--- src/rtl/cbus_rr_arbiter_pkg.sv ---
// Shared cbus types for the cache/uncache front-ends and the bus arbiter.
// Also holds the arbiter's state encoding.
package cbus_rr_arbiter_pkg;

  localparam int CBUS_MAX_REQUESTERS = 8;

  typedef enum logic [2:0] {
    CBUS_SIZE_1B = 3'd0,
    CBUS_SIZE_2B = 3'd1,
    CBUS_SIZE_4B = 3'd2
  } cbus_size_e;

  // Burst length is encoded as number of beats minus one.
  typedef logic [3:0] cbus_len_t;

  typedef struct packed {
    logic       valid;
    logic       is_write;
    logic [31:0] addr;
    cbus_size_e size;
    cbus_len_t  len;
    logic [31:0] data;
    logic [3:0] strb;
  } cbus_req_t;

  typedef struct packed {
    logic       ready;
    logic       last;
    logic [31:0] data;
  } cbus_resp_t;

  typedef enum logic {
    ARB_IDLE = 1'b0,
    ARB_BUSY = 1'b1
  } arb_state_e;

endpackage

--- src/rtl/cbus_rr_arbiter_rr_pick.sv ---
// Rotating priority encoder: the first set bit of valid scanning from ptr
// upward, wrapping modulo N. Tie ptr to 0 for plain lowest-index priority.
module cbus_rr_arbiter_rr_pick #(
  parameter int N     = 4,
  parameter int IDX_W = 2
) (
  input  logic [N-1:0]     valid,
  input  logic [IDX_W-1:0] ptr,
  output logic [IDX_W-1:0] idx,
  output logic             any
);

  // One extra bit so ptr+offset cannot overflow before the wrap.
  logic [IDX_W:0] cand;

  always_comb begin
    idx  = '0;
    any  = 1'b0;
    cand = '0;
    for (int off = 0; off < N; off++) begin
      cand = {1'b0, ptr} + (IDX_W+1)'(off);
      if (cand >= (IDX_W+1)'(N)) begin
        cand = cand - (IDX_W+1)'(N);
      end
      if (!any && valid[cand[IDX_W-1:0]]) begin
        any = 1'b1;
        idx = cand[IDX_W-1:0];
      end
    end
  end

endmodule

--- src/rtl/cbus_rr_arbiter.sv ---
// Shares the single cache bus between NUM_INPUTS requesters. A granted owner
// keeps the bus until its final beat handshakes; one idle cycle separates grants.
module cbus_rr_arbiter
  import cbus_rr_arbiter_pkg::*;
#(
  parameter int NUM_INPUTS = 4,
  parameter int FIXED_PRIO = 0,
  localparam int IDX_W = (NUM_INPUTS > 1) ? $clog2(NUM_INPUTS) : 1
) (
  input  logic                         clk,
  input  logic                         resetn,
  input  cbus_req_t  [NUM_INPUTS-1:0]  ireqs,
  output cbus_resp_t [NUM_INPUTS-1:0]  iresps,
  output cbus_req_t                    oreq,
  input  cbus_resp_t                   oresp,
  output logic                         grant_valid,
  output logic [IDX_W-1:0]             grant_idx,
  output arb_state_e                   dbg_state,
  output logic [IDX_W-1:0]             dbg_rr_ptr
);

  if (NUM_INPUTS < 1 || NUM_INPUTS > CBUS_MAX_REQUESTERS) begin : g_bad_num_inputs
    $error("cbus_rr_arbiter: NUM_INPUTS out of range 1..8");
  end

  // Handshake: a beat moves on a cycle where oreq.valid and oresp.ready are
  // both high; if oresp.last is also high on that beat the transaction ends.

  arb_state_e       state, state_next;
  logic [IDX_W-1:0] rr_ptr, rr_ptr_next;
  logic [IDX_W-1:0] grant_idx_next;
  logic [IDX_W-1:0] pick_ptr, pick_idx, ptr_after_owner;
  logic [NUM_INPUTS-1:0] req_valid;
  logic             pick_any;
  logic             release_bus;

  always_comb begin
    req_valid = '0;
    for (int i = 0; i < NUM_INPUTS; i++) begin
      req_valid[i] = ireqs[i].valid;
    end
  end

  assign pick_ptr = (FIXED_PRIO != 0) ? '0 : rr_ptr;

  cbus_rr_arbiter_rr_pick #(
    .N     (NUM_INPUTS),
    .IDX_W (IDX_W)
  ) u_rr_pick (
    .valid (req_valid),
    .ptr   (pick_ptr),
    .idx   (pick_idx),
    .any   (pick_any)
  );

  assign ptr_after_owner = (grant_idx == IDX_W'(NUM_INPUTS - 1)) ? '0 : grant_idx + 1'b1;
  assign release_bus     = oreq.valid && oresp.ready && oresp.last;

  always_ff @(posedge clk or negedge resetn) begin
    if (!resetn) begin
      state     <= ARB_IDLE;
      grant_idx <= '0;
      rr_ptr    <= '0;
    end else begin
      state     <= state_next;
      grant_idx <= grant_idx_next;
      rr_ptr    <= rr_ptr_next;
    end
  end

  always_comb begin
    state_next     = state;
    grant_idx_next = grant_idx;
    rr_ptr_next    = rr_ptr;
    case (state)
      ARB_IDLE: begin
        if (pick_any) begin
          state_next     = ARB_BUSY;
          grant_idx_next = pick_idx;
        end
      end
      ARB_BUSY: begin
        // An owner that drops valid mid-burst keeps the bus until a real last beat.
        if (release_bus) begin
          state_next     = ARB_IDLE;
          grant_idx_next = '0;
          if (FIXED_PRIO == 0) begin
            rr_ptr_next = ptr_after_owner;
          end
        end
      end
      default: state_next = ARB_IDLE;
    endcase
  end

  always_comb begin
    oreq   = '0;
    iresps = '0;
    if (state == ARB_BUSY) begin
      oreq              = ireqs[grant_idx];
      iresps[grant_idx] = oresp;
    end
  end

  assign grant_valid = (state == ARB_BUSY);
  assign dbg_state   = state;
  assign dbg_rr_ptr  = rr_ptr;

endmodule

--- config.mk ---
export PLATFORM = sky130hd
export DESIGN_NAME = cbus_rr_arbiter
export DESIGN_NICKNAME = d
export VERILOG_FILES = /design/src/rtl/cbus_rr_arbiter_pkg.sv /design/src/rtl/cbus_rr_arbiter_rr_pick.sv /design/src/rtl/cbus_rr_arbiter.sv
export SDC_FILE = /design/constraint.sdc
export NUM_CORES = 1
export LEC_CHECK = 0
export ABC_AREA = 1
export CELL_PAD_IN_SITES_DETAIL_PLACEMENT = 1
export CELL_PAD_IN_SITES_GLOBAL_PLACEMENT = 2
export CORE_MARGIN = 8
export CORE_UTILIZATION = 10
export CTS_CLUSTER_SIZE = 28
export DETAILED_ROUTE_END_ITERATION = 16
export PLACE_DENSITY_LB_ADDON = 0.25
export SYNTH_ARGS = -nofsm -noshare
export SYNTH_HDL_FRONTEND = slang
export SYNTH_HIERARCHICAL = 1
export SYNTH_SLANG_ARGS = --single-unit
--- constraint.sdc ---
create_clock -name clk -period 2.4 [get_ports clk]
set_input_delay 0.36 -clock clk [delete_from_list [all_inputs] [get_ports clk]]
set_output_delay 0.36 -clock clk [all_outputs]
set_load 0.05 [all_outputs]
==> run_results.csv, run 1 <==
group,metric,value,unit
synth,synth_edf_count,0,
synth,yosysWarnings,6,
flow_run,cap_violations,0,
floorplan,die-area,47200,sq um
synth,yosysTopAreaCell,"nor2_1",
power_and_ir_drop,power.density,1300,nW/um^2
floorplan,io_pins,563,
clocking,cts_root_buf,"clkbuf_16",
setup_path,cp_slowest_cell,"dfrtp_4",
setup_path,cpMostUsedCell,"nor2_1",
clocking,max-clock-path-buffers,2,
place,place_area,11400,sq um
drt,viasPerCell,4.05,
clocking,postCtsSetupBuffers,0,
setup_path,cp-start-kind,"register",
synth,ys_seq_area_frac,0.0309,
global_route,track_usage,0.168,
sta,setup_viol,0,
place,place.detailed.hpwl,36.0,mm
global_route,grt_pass1_wl,60.0,mm
place,io_buffer_count,562,
global_route,grt_pass1_vias,8385,
clocking,cts_buffers,3,
synth,synth_nets,1229,
worst_hold_path,hold_path_class,"input pin to async pin",
floorplan,fp.dieH,217,microns
clocking,h-tree-depth,1,
clocking,clkTransAtPathRegs,30,ps
floorplan,start_util,0.102,
drt,drc_errors,0,
clocking,insertion_delay,230,ps
floorplan,die_w,217,microns
clocking,ctsHoldBuffers,0,
drt,drt_iter0_markers,280,
setup_path,crit_family,"buffers and inverters",
setup_path,end_kind,"primary output",
global_route,grt_max_degree,94,
global_route,antenna_found_initial,6,
final_layout,post-route-util,0.289,
synth,syn_area_per_cell,4.59,sq um
drt,num_vias,7793,
place,place_ws,328,ps
final_layout,area_growth,185,%
clocking,cts_tree,"built",
sta,relSlewSlack,0.614,
sta,setup_tns,0,ps
setup_path,slowest_delay,490,ps
drt,drt_wl_total,42.6,mm
power_and_ir_drop,p_leak,4.81,nW
setup_path,crit_required,2040,ps
clocking,cts.sinks,5,
floorplan,num_rows,73,
sta,fin_ws,112,ps
synth,ys_seq_elements,5,
place,gp_congestion,0.832,
synth,netlist_area,4050,sq um
sta,worstMarginPinSlew,579,ps
global_route,grt.overflow.total,0,
sta,finClkSkew,0.354,ps
synth,synthTopCellsByArea,"nor2_1 (41%), o21ai_0 (17%), a21oi_1 (9.5%)",
synth,async_flop_share,1.00,
synth,synthCells,881,
sta,max_freq,437,MHz
setup_path,critPathMaxFanout,93,
synth,synth_top_cell_area_share,0.410,
final_layout,layout-drive-gt1-share,0.250,
sta,finalCritPeriodShare,0.953,
final_layout,fin_nets,1744,
synth,synth.distinct_cells,25,
setup_path,worstPathCellList,"buf_16 -> nor2_1 -> nor2_1 -> o21ai_0 -> a21oi_2 -> buf_4",
drt,post_drt_wl_per_cell,22.1,microns
sta,rsz0062_at_grt,"false",
setup_path,path_class,"register to primary output",
sta,finalWorstPathRequiredPeriod,2290,ps
floorplan,core-area,39800,sq um
sta,hold_viol_final,0,
clocking,ctsResizeCount,0,
drt,first_pass_iters,4,
setup_path,crit_buf_inv,2,
power_and_ir_drop,vdd_drop_max,0.000514,V
run_status,outcome,"complete, no violations",
synth,synth_ff_type,"dfrtp_1",
sta,finalMaxSlewViolations,0,
final_layout,design_area,11500,sq um
setup_path,crit_arrival,1930,ps
drt,drtAntennaViolNets,0,
[cells in the mapped netlist (7+ instances only)]
library cell	n
nor2_1	442
o21ai_0	135
a21oi_1	77
inv_1	48
nand2_1	38
clkbuf_1	29
o21ai_1	21
buf_2	14
buf_6	14
nand2_2	10
nand3_1	10
buf_4	7
[logic make-up (layout without fill, tap and decap cells)]
logic type | count (synthesis) | count (layout) | synth area share
buffers and inverters | 127 | 641 | 0.168
DFF | 5 | 5 | 0.0309
adders and majority gates | 4 | 4 | 0.0124
other | 0 | 3 | 0
AOI/OAI and AO/OA | 233 | 233 | 0.288
and+or+nand+nor | 512 | 512 | 0.501
[cells in the final DEF, fill, tap and decap left out]
cell             Yosys  routed
dfrtp_4              0       2
o21ai_0            135     135
o21ai_1             21      21
inv_1               48      48
nand2_4              3       3
clkbuf_16            0       3
nand4_1              1       1
inv_2                5       3
nand3_2              4       4
nand2_2             10      10
buf_16               0       1
inv_4                0       2
buf_12               0     130
diode_2              0       3
clkbuf_1            29       1
buf_4                7     106
nand3b_1             1       1
nor2_1             442     433
dfrtp_1              5       3
nand2_1             38      38
nor2_2               1      10
ha_1                 4       4
a21oi_1             77       4
clkdlybuf4s50_1      0     347
or2_2                1       1
nand3_1             10      10
nor2_4               1       1
a21oi_2              0      73
[state kept, by name, summed over array words and instances, names as in the netlist]
| signal | count |
|---|---|
| dbg_rr_ptr | 2 |
| grant_idx | 2 |
| dbg_state | 1 |
[per-layer routing]
layer,vias to the layer above,share of wire,GRT usage
li1,3804,-,-
met1,3617,0.36,0.174
met2,340,0.54,0.332
met3,26,0.084,0.0548
met4,6,0.013,0.0232
met5,-,0.00085,0
[path summary, 6_finish.rpt]
check	from	cells after the start	endpoint	slack (ps)
max	grant_idx[0]$_DFFE_PN0P_	6	oreq[12]	110
min	resetn	1	dbg_state$_DFF_PN0_	370
max reg2reg	dbg_rr_ptr[0]$_DFFE_PN0P_	10	grant_idx[0]$_DFFE_PN0P_	620
min reg2reg	dbg_rr_ptr[0]$_DFFE_PN0P_	2	dbg_rr_ptr[0]$_DFFE_PN0P_	660
max in group asynchronous	resetn	1	grant_idx[0]$_DFFE_PN0P_	1800
min in group clk	dbg_rr_ptr[0]$_DFFE_PN0P_	2	dbg_rr_ptr[0]$_DFFE_PN0P_	660
[metrics by stage]
step | hold WS, ps | power (mW) | cells
4_1_cts | 375 | 15.2 | 1920
2_1_floorplan | 64.4 | 9.01 | 881
5_1_grt | 377 | 15.8 | 1922
6_report | 368 | 14.9 | 1923
3_3_place_gp | 609 | 14.9 | 1916
3_5_place_dp | 614 | 14.9 | 1916
[layout make-up]
class                      count  area (sq um)
multi-input combinational    749          3540
inverter                      53           204
clock buffer                   4          78.8
antenna                        3          7.51
timing repair buffer         584          6900
tap                          525           657
sequential                     5           133
fill                        4882         28300
[worst register-to-register path, stage by stage, from the launching register on]
cell      delay, ps
dfrtp_1         450
buf_4           220
inv_2           150
nand2_1         110
nand3_2         100
nand2_4          70
nor2_4          140
nand3b_1        170
nand2_1         130
nand3_1          80
nand2_1          70
[where the power goes]
part           internal (mW)  leakage, nW  switching [mW]
Combinational           5.04         4.71            9.43
Sequential             0.126       0.0576          0.0804
Clock                  0.220       0.0382          0.0537
(Power assumes the default switching activity.)
==> inputs of run 2 (changes only) <==
--- a/config.mk
+++ b/config.mk
@@ -8,12 +8,13 @@
 export ABC_AREA = 1
 export CELL_PAD_IN_SITES_DETAIL_PLACEMENT = 1
 export CELL_PAD_IN_SITES_GLOBAL_PLACEMENT = 2
-export CORE_MARGIN = 8
-export CORE_UTILIZATION = 10
+export CORE_AREA = 8 8 213 215
+export CTS_CLUSTER_DIAMETER = 40
 export CTS_CLUSTER_SIZE = 28
 export DETAILED_ROUTE_END_ITERATION = 16
+export DIE_AREA = 0 0 221 223
 export PLACE_DENSITY_LB_ADDON = 0.25
+export SLEW_MARGIN = 40
 export SYNTH_ARGS = -nofsm -noshare
 export SYNTH_HDL_FRONTEND = slang
-export SYNTH_HIERARCHICAL = 1
 export SYNTH_SLANG_ARGS = --single-unit
==> run 2 against run 1 <==
Effect of this change:
- sequential power grew 17%
- count of clock-buffer cells in the layout did not move
- cell count is 1.4% higher
- clock power about the same
- combinational power increased by 26%
- fmax is 1.8% lower
- sequential share of layout area is 0.088 points lower
- register-to-register slack lost 70 ps
- first-iteration DRC count fell by 20%
- core utilization grew 0.82 points
- worst hold slack worse by 4.4 ps
- non-clock buffer count up 6
==> run_results.csv, run 2 <==
group,metric,value,unit
run_status,outcome,"complete, no violations",
drt,drt_wl_total,43.4,mm
drt,drc_errors,0,
synth,syn_area_per_cell,4.43,sq um
final_layout,area_growth,224,%
setup_path,cp.depth,6,
floorplan,num_rows,76,
setup_path,crit_buf_inv,4,
floorplan,fp.dieH,223,microns
power_and_ir_drop,p_int,7.62,mW
sta,relSlewSlack,0.651,
setup_path,worstPathCellList,"inv_4 -> buf_12 -> buf_12 -> o21ai_0 -> a21oi_2 -> buf_12",
sta,finalMaxSlewViolations,0,
clocking,clkTransAtPathRegs,30,ps
global_route,grt_pass1_vias,8330,
clocking,cts_buffers,3,
sta,finalCritPeriodShare,0.970,
global_route,antenna_found_initial,25,
synth,netlist_area,3890,sq um
floorplan,start_util,0.0919,
power_and_ir_drop,total_power,18.7,mW
synth,yosys-top-cells-count,"nor2_1 (443), o21ai_0 (89), a21oi_1 (79)",
synth,synth_edf_count,0,
setup_path,cp_slowest_cell,"dfrtp_4",
floorplan,io_pins,563,
final_layout,most-common-layout-cells,"nor2_1 (351), clkdlybuf4s50_1 (347), buf_12 (166), o21ai_0 (87), buf_4 (73)",
sta,fin_ws,70.8,ps
synth,ys_seq_area_frac,0.0322,
synth,synth_nets,1226,
place,place_ws,218,ps
worst_hold_path,hold_path_class,"input pin to async pin",
floorplan,die_w,221,microns
synth,synth.distinct_cells,21,
setup_path,crit_family,"buffers and inverters",
place,io_buffer_count,562,
clocking,ctsHoldBuffers,0,
place,place.detailed.hpwl,37.5,mm
synth,async_flop_share,1.00,
clocking,h-tree-depth,1,
drt,viasPerCell,3.98,
global_route,grt_pass1_wl,61.4,mm
setup_path,ff2ff_path_depth,9,
clocking,postCtsSetupBuffers,0,
setup_path,crit_required,2040,ps
final_layout,fillCellCount,5108,
clocking,insertion_delay,230,ps
synth,yosysMostFrequentCell,"nor2_1",
sta,setup_viol,0,
setup_path,end_kind,"primary output",
final_layout,mostFrequentLayoutCell,"nor2_1",
sta,hold_viol_final,0,
flow_run,cap_violations,0,
setup_path,cpMostUsedCell,"buf_12",
floorplan,core-area,42300,sq um
setup_path,critPathMaxFanout,46,
floorplan,die-area,49300,sq um
setup_path,crit_arrival,1970,ps
clocking,max-clock-path-buffers,2,
sta,setup_tns,0,ps
drt,drtAntennaViolNets,0,
final_layout,fin_nets,1748,
setup_path,slowest_delay,500,ps
synth,ys_seq_elements,5,
power_and_ir_drop,switching_share,0.592,
synth,synth_top_cell_area_share,0.427,
power_and_ir_drop,clockPowerShare,0.015,
synth,yosysTopAreaCell,"nor2_1",
clocking,cts_tree,"built",
synth,synth_ff_type,"dfrtp_1",
global_route,track_usage,0.165,
power_and_ir_drop,p_leak,5.01,nW
setup_path,path_class,"register to primary output",
power_and_ir_drop,seqPwrFrac,0.013,
sta,rsz0062_at_grt,"true",
global_route,grt.overflow.total,0,
power_and_ir_drop,p_switching,11.1,mW
drt,first_pass_iters,4,
global_route,grt_max_degree,76,
clocking,cts_root_buf,"clkbuf_16",
place,gp_congestion,0.852,
sta,max_freq,429,MHz
clocking,cts.sinks,5,
synth,synthCells,878,
synth,yosysWarnings,0,
power_and_ir_drop,vdd_drop_max,0.000534,V
drt,post_drt_wl_per_cell,22.3,microns
sta,finalWorstPathRequiredPeriod,2330,ps
sta,worstMarginPinSlew,521,ps
setup_path,cp-start-kind,"register",
power_and_ir_drop,combPwrFrac,0.972,
synth,synthTopCellsByArea,"nor2_1 (43%), o21ai_0 (11%), a21oi_1 (10%)",
final_layout,layout-drive-gt1-share,0.304,
power_and_ir_drop,power.density,1480,nW/um^2
drt,drt_iter0_markers,223,
sta,finClkSkew,0.632,ps
drt,num_vias,7752,
## run 2: cell count changes in the layout (fill, tap and decap cells not counted), sizes merged, moves of 2 or more
cell | previous run | this run
a21oi | 77 | 79
nand3 | 14 | 12
buf | 237 | 242
diode | 3 | 5
o21ai | 156 | 158
## run 2: worst register-to-register path: cells and delay by family (launching register included)
| kind | cells | cell delay, ps |
|---|---|---|
| AND/OR/NAND/NOR | 4 | 530 |
| AO/OA/AOI/OAI | 2 | 220 |
| buffers and inverters | 3 | 460 |
| flip-flops | 1 | 540 |
## run 2: power groups by stage
stage / registers, mW / clock network (mW) / logic [mW]
4_1_cts: 0.233 / 0.281 / 18.4
5_1_grt: 0.254 / 0.287 / 19.1
2_1_floorplan: 0.300 / 0 / 9.82
6_report: 0.242 / 0.277 / 18.2
3_5_place_dp: 0.231 / 0 / 18.4
3_3_place_gp: 0.229 / 0 / 18.3
## run 2: cell families after synthesis
family / count (synthesis) / share of synthesized area
AO/OA/AOI/OAI: 237 / 0.305
buffers and inverters: 125 / 0.149
AND/OR/NAND/NOR: 507 / 0.501
adder cells (fa/ha/maj): 4 / 0.0129
flip-flops: 5 / 0.0322
## run 2: timing repair
item	CTS	global route
pin swaps	0	1
gates resized for setup	2	12
cloned	0	1
endpoints found under the setup margin	7	8
## run 2: per-layer routing
metal  wire (microns)  GRT usage
met5              241          0
met4              133    0.00839
met3             4820     0.0846
met2            22100      0.309
met1            16100      0.170
## run 2: final cells by class
cell class | instances | area (sq um) | area share
Inverter | 52 | 208 | 0.0165
Tap cell | 546 | 683 | 0.0543
Clock buffer | 4 | 78.8 | 0.00626
Sequential cell | 5 | 134 | 0.0106
Antenna cell | 5 | 12.5 | 0.000994
Multi-Input combinational cell | 748 | 4030 | 0.320
Timing Repair Buffer | 590 | 7440 | 0.591
## run 2: path summary, 6_finish.rpt
path,endpoint,slack (ps),from
setup / recovery,oreq[30],70,grant_idx[0]$_DFFE_PN0P_
hold / removal,grant_idx[1]$_DFFE_PN0P_,360,resetn
setup reg to reg,grant_idx[1]$_DFFE_PN0P_,550,grant_idx[1]$_DFFE_PN0P_
hold reg to reg,grant_idx[1]$_DFFE_PN0P_,700,grant_idx[1]$_DFFE_PN0P_
max in group asynchronous,grant_idx[0]$_DFFE_PN0P_,1810,resetn
min in group clk,grant_idx[1]$_DFFE_PN0P_,700,grant_idx[1]$_DFFE_PN0P_
## run 2: metrics by stage
| stage | cell area (sq um) | utilization | hold WS [ps] | instances |
|---|---|---|---|---|
| 2_1_floorplan | 4720 | - | 64.4 | 878 |
| 3_3_place_gp | 12400 | 0.293 | 618 | 1940 |
| 3_5_place_dp | 12400 | 0.293 | 620 | 1940 |
| 4_1_cts | 12500 | 0.295 | 378 | 1944 |
| 5_1_grt | 12600 | 0.297 | 378 | 1947 |
| 6_report | 12600 | 0.297 | 363 | 1950 |
==> inputs of run 3 (changes only) <==
--- a/config.mk
+++ b/config.mk
@@ -9,6 +9,7 @@
 export CELL_PAD_IN_SITES_DETAIL_PLACEMENT = 1
 export CELL_PAD_IN_SITES_GLOBAL_PLACEMENT = 2
 export CORE_AREA = 8 8 213 215
+export CTS_BUF_LIST = sky130_fd_sc_hd__clkbuf_2
 export CTS_CLUSTER_DIAMETER = 40
 export CTS_CLUSTER_SIZE = 28
 export DETAILED_ROUTE_END_ITERATION = 16
==> run 3 against run 2 <==
Effect of this change:
- non-clock buffer count up 5
- sequential power up 2%
- wire length up 2.9%
- flip-flop and latch count unchanged
- via count up 0.88%
- design area up 0.82%
- critical path type unchanged
==> run_results.csv, run 3 (synthesized netlist as in run 2, its figures left out) <==
group,metric,value,unit
sta,hold_viol_final,0,
place,numPlacedInstances,1940,
clocking,insertion_delay,220,ps
floorplan,start_util,0.0919,
floorplan,core-area,42300,sq um
global_route,track_usage,0.164,
global_route,grt_max_degree,76,
power_and_ir_drop,vdd_drop_max,0.000517,V
setup_path,cp-start-kind,"register",
clocking,clkTransAtPathRegs,60,ps
final_layout,fillCellCount,5101,
place,place_area,12400,sq um
drt,drc_errors,0,
sta,setup_viol,0,
sta,worstMarginPinSlew,521,ps
final_layout,mostFrequentLayoutCell,"nor2_1",
clocking,max-clock-path-buffers,2,
final_layout,layout-drive-gt1-share,0.307,
power_and_ir_drop,total_power,18.9,mW
sta,relSlewSlack,0.651,
sta,finalWorstPathRequiredPeriod,2300,ps
final_layout,design_area,12700,sq um
global_route,grt_pass1_vias,8328,
floorplan,die-area,49300,sq um
power_and_ir_drop,p_leak,5.06,nW
drt,drt_iter0_markers,266,
drt,viasPerCell,4.00,
sta,rsz0062_at_grt,"true",
clocking,postCtsSetupBuffers,0,
sta,fin_hold_ws,366,ps
global_route,antenna_found_initial,26,
clocking,cts_buffers,3,
flow_run,cap_violations,0,
place,place.detailed.hpwl,37.5,mm
setup_path,crit_required,2040,ps
final_layout,most-common-layout-cells,"nor2_1 (351), clkdlybuf4s50_1 (347), buf_12 (165), o21ai_0 (89), buf_4 (70)",
drt,num_vias,7820,
place,io_buffer_count,562,
place,gp_congestion,0.852,
final_layout,fin_cells,1956,
drt,post_drt_wl_per_cell,22.8,microns
setup_path,crit_arrival,1940,ps
sta,finalMaxSlewViolations,0,
sta,finalCritPeriodShare,0.958,
clocking,h-tree-depth,1,
clocking,cts.sinks,5,
floorplan,io_pins,563,
global_route,grt.overflow.total,0,
clocking,cts_tree,"built",
floorplan,die_w,221,microns
final_layout,fin_nets,1753,
floorplan,num_rows,76,
final_layout,area_growth,226,%
drt,drtAntennaViolNets,0,
global_route,grt_pass1_wl,61.2,mm
power_and_ir_drop,power.density,1490,nW/um^2
setup_path,ff2ff_path_depth,7,
drt,first_pass_iters,6,
setup_path,path_class,"register to primary output",
clocking,ctsHoldBuffers,0,
sta,max_freq,435,MHz
setup_path,end_kind,"primary output",
floorplan,fp.dieH,223,microns
run_status,outcome,"complete, no violations",
worst_hold_path,hold_path_class,"input pin to async pin",
clocking,cts_root_buf,"clkbuf_2",
sta,finClkSkew,1.80,ps
setup_path,critPathMaxFanout,42,
sta,setup_tns,0,ps
drt,drt_wl_total,44.7,mm
run 3: final timing paths:
check	start	end	slack, ps
min reg2reg	grant_idx[1]$_DFFE_PN0P_	grant_idx[1]$_DFFE_PN0P_	700
max	grant_idx[0]$_DFFE_PN0P_	oreq[1]	100
max in group asynchronous	resetn	grant_idx[0]$_DFFE_PN0P_	1810
min in group clk	grant_idx[1]$_DFFE_PN0P_	grant_idx[1]$_DFFE_PN0P_	700
max reg2reg	grant_idx[0]$_DFFE_PN0P_	dbg_rr_ptr[0]$_DFFE_PN0P_	500
min	resetn	grant_idx[1]$_DFFE_PN0P_	370
run 3: cell type report:
| type | instances | area (sq um) | share of cell area |
|---|---|---|---|
| Antenna cell | 6 | 15.0 | 0.00118 |
| Clock buffer | 4 | 20.0 | 0.00158 |
| Multi-Input combinational cell | 748 | 4030 | 0.318 |
| Inverter | 52 | 208 | 0.0164 |
| Timing Repair Buffer | 595 | 7600 | 0.599 |
| Sequential cell | 5 | 134 | 0.0105 |
| Tap cell | 546 | 683 | 0.0538 |
run 3: through the flow:
step                worst slack [ps]   util
CTS                             3.26  0.294
finish                           100  0.300
global placement                 220  0.293
detailed placement               218  0.293
global route                   -3.84  0.300
floorplan                       -133      -
run 3: where the power goes:
group	switching [mW]	total (mW)	leakage, nW	internal [mW]
logic	11.1	18.6	4.99	7.49
registers	0.111	0.246	0.0567	0.135
clock network	0.0367	0.0808	0.0167	0.0441
run 3: worst max-delay path, stage by stage, from the launching register on:
cell and delay, ps:
dfrtp_4 520, inv_4 120, buf_12 220, buf_12 240, o21ai_0 130, a21oi_1 260
buf_12 180
run 3: timing repair:
item,in CTS,in global routing
cloned,0,6
setup endpoints to repair,9,18
resized for setup,3,16
pin swaps,0,1
run 3: metal layers:
layer / wire length [microns] / vias up / track usage
li1: - / 3831 / -
met1: 16600 / 3556 / 0.170
met2: 22900 / 351 / 0.308
met3: 4800 / 44 / 0.0842
met4: 137 / 38 / 0.00839
met5: 238 / - / 0
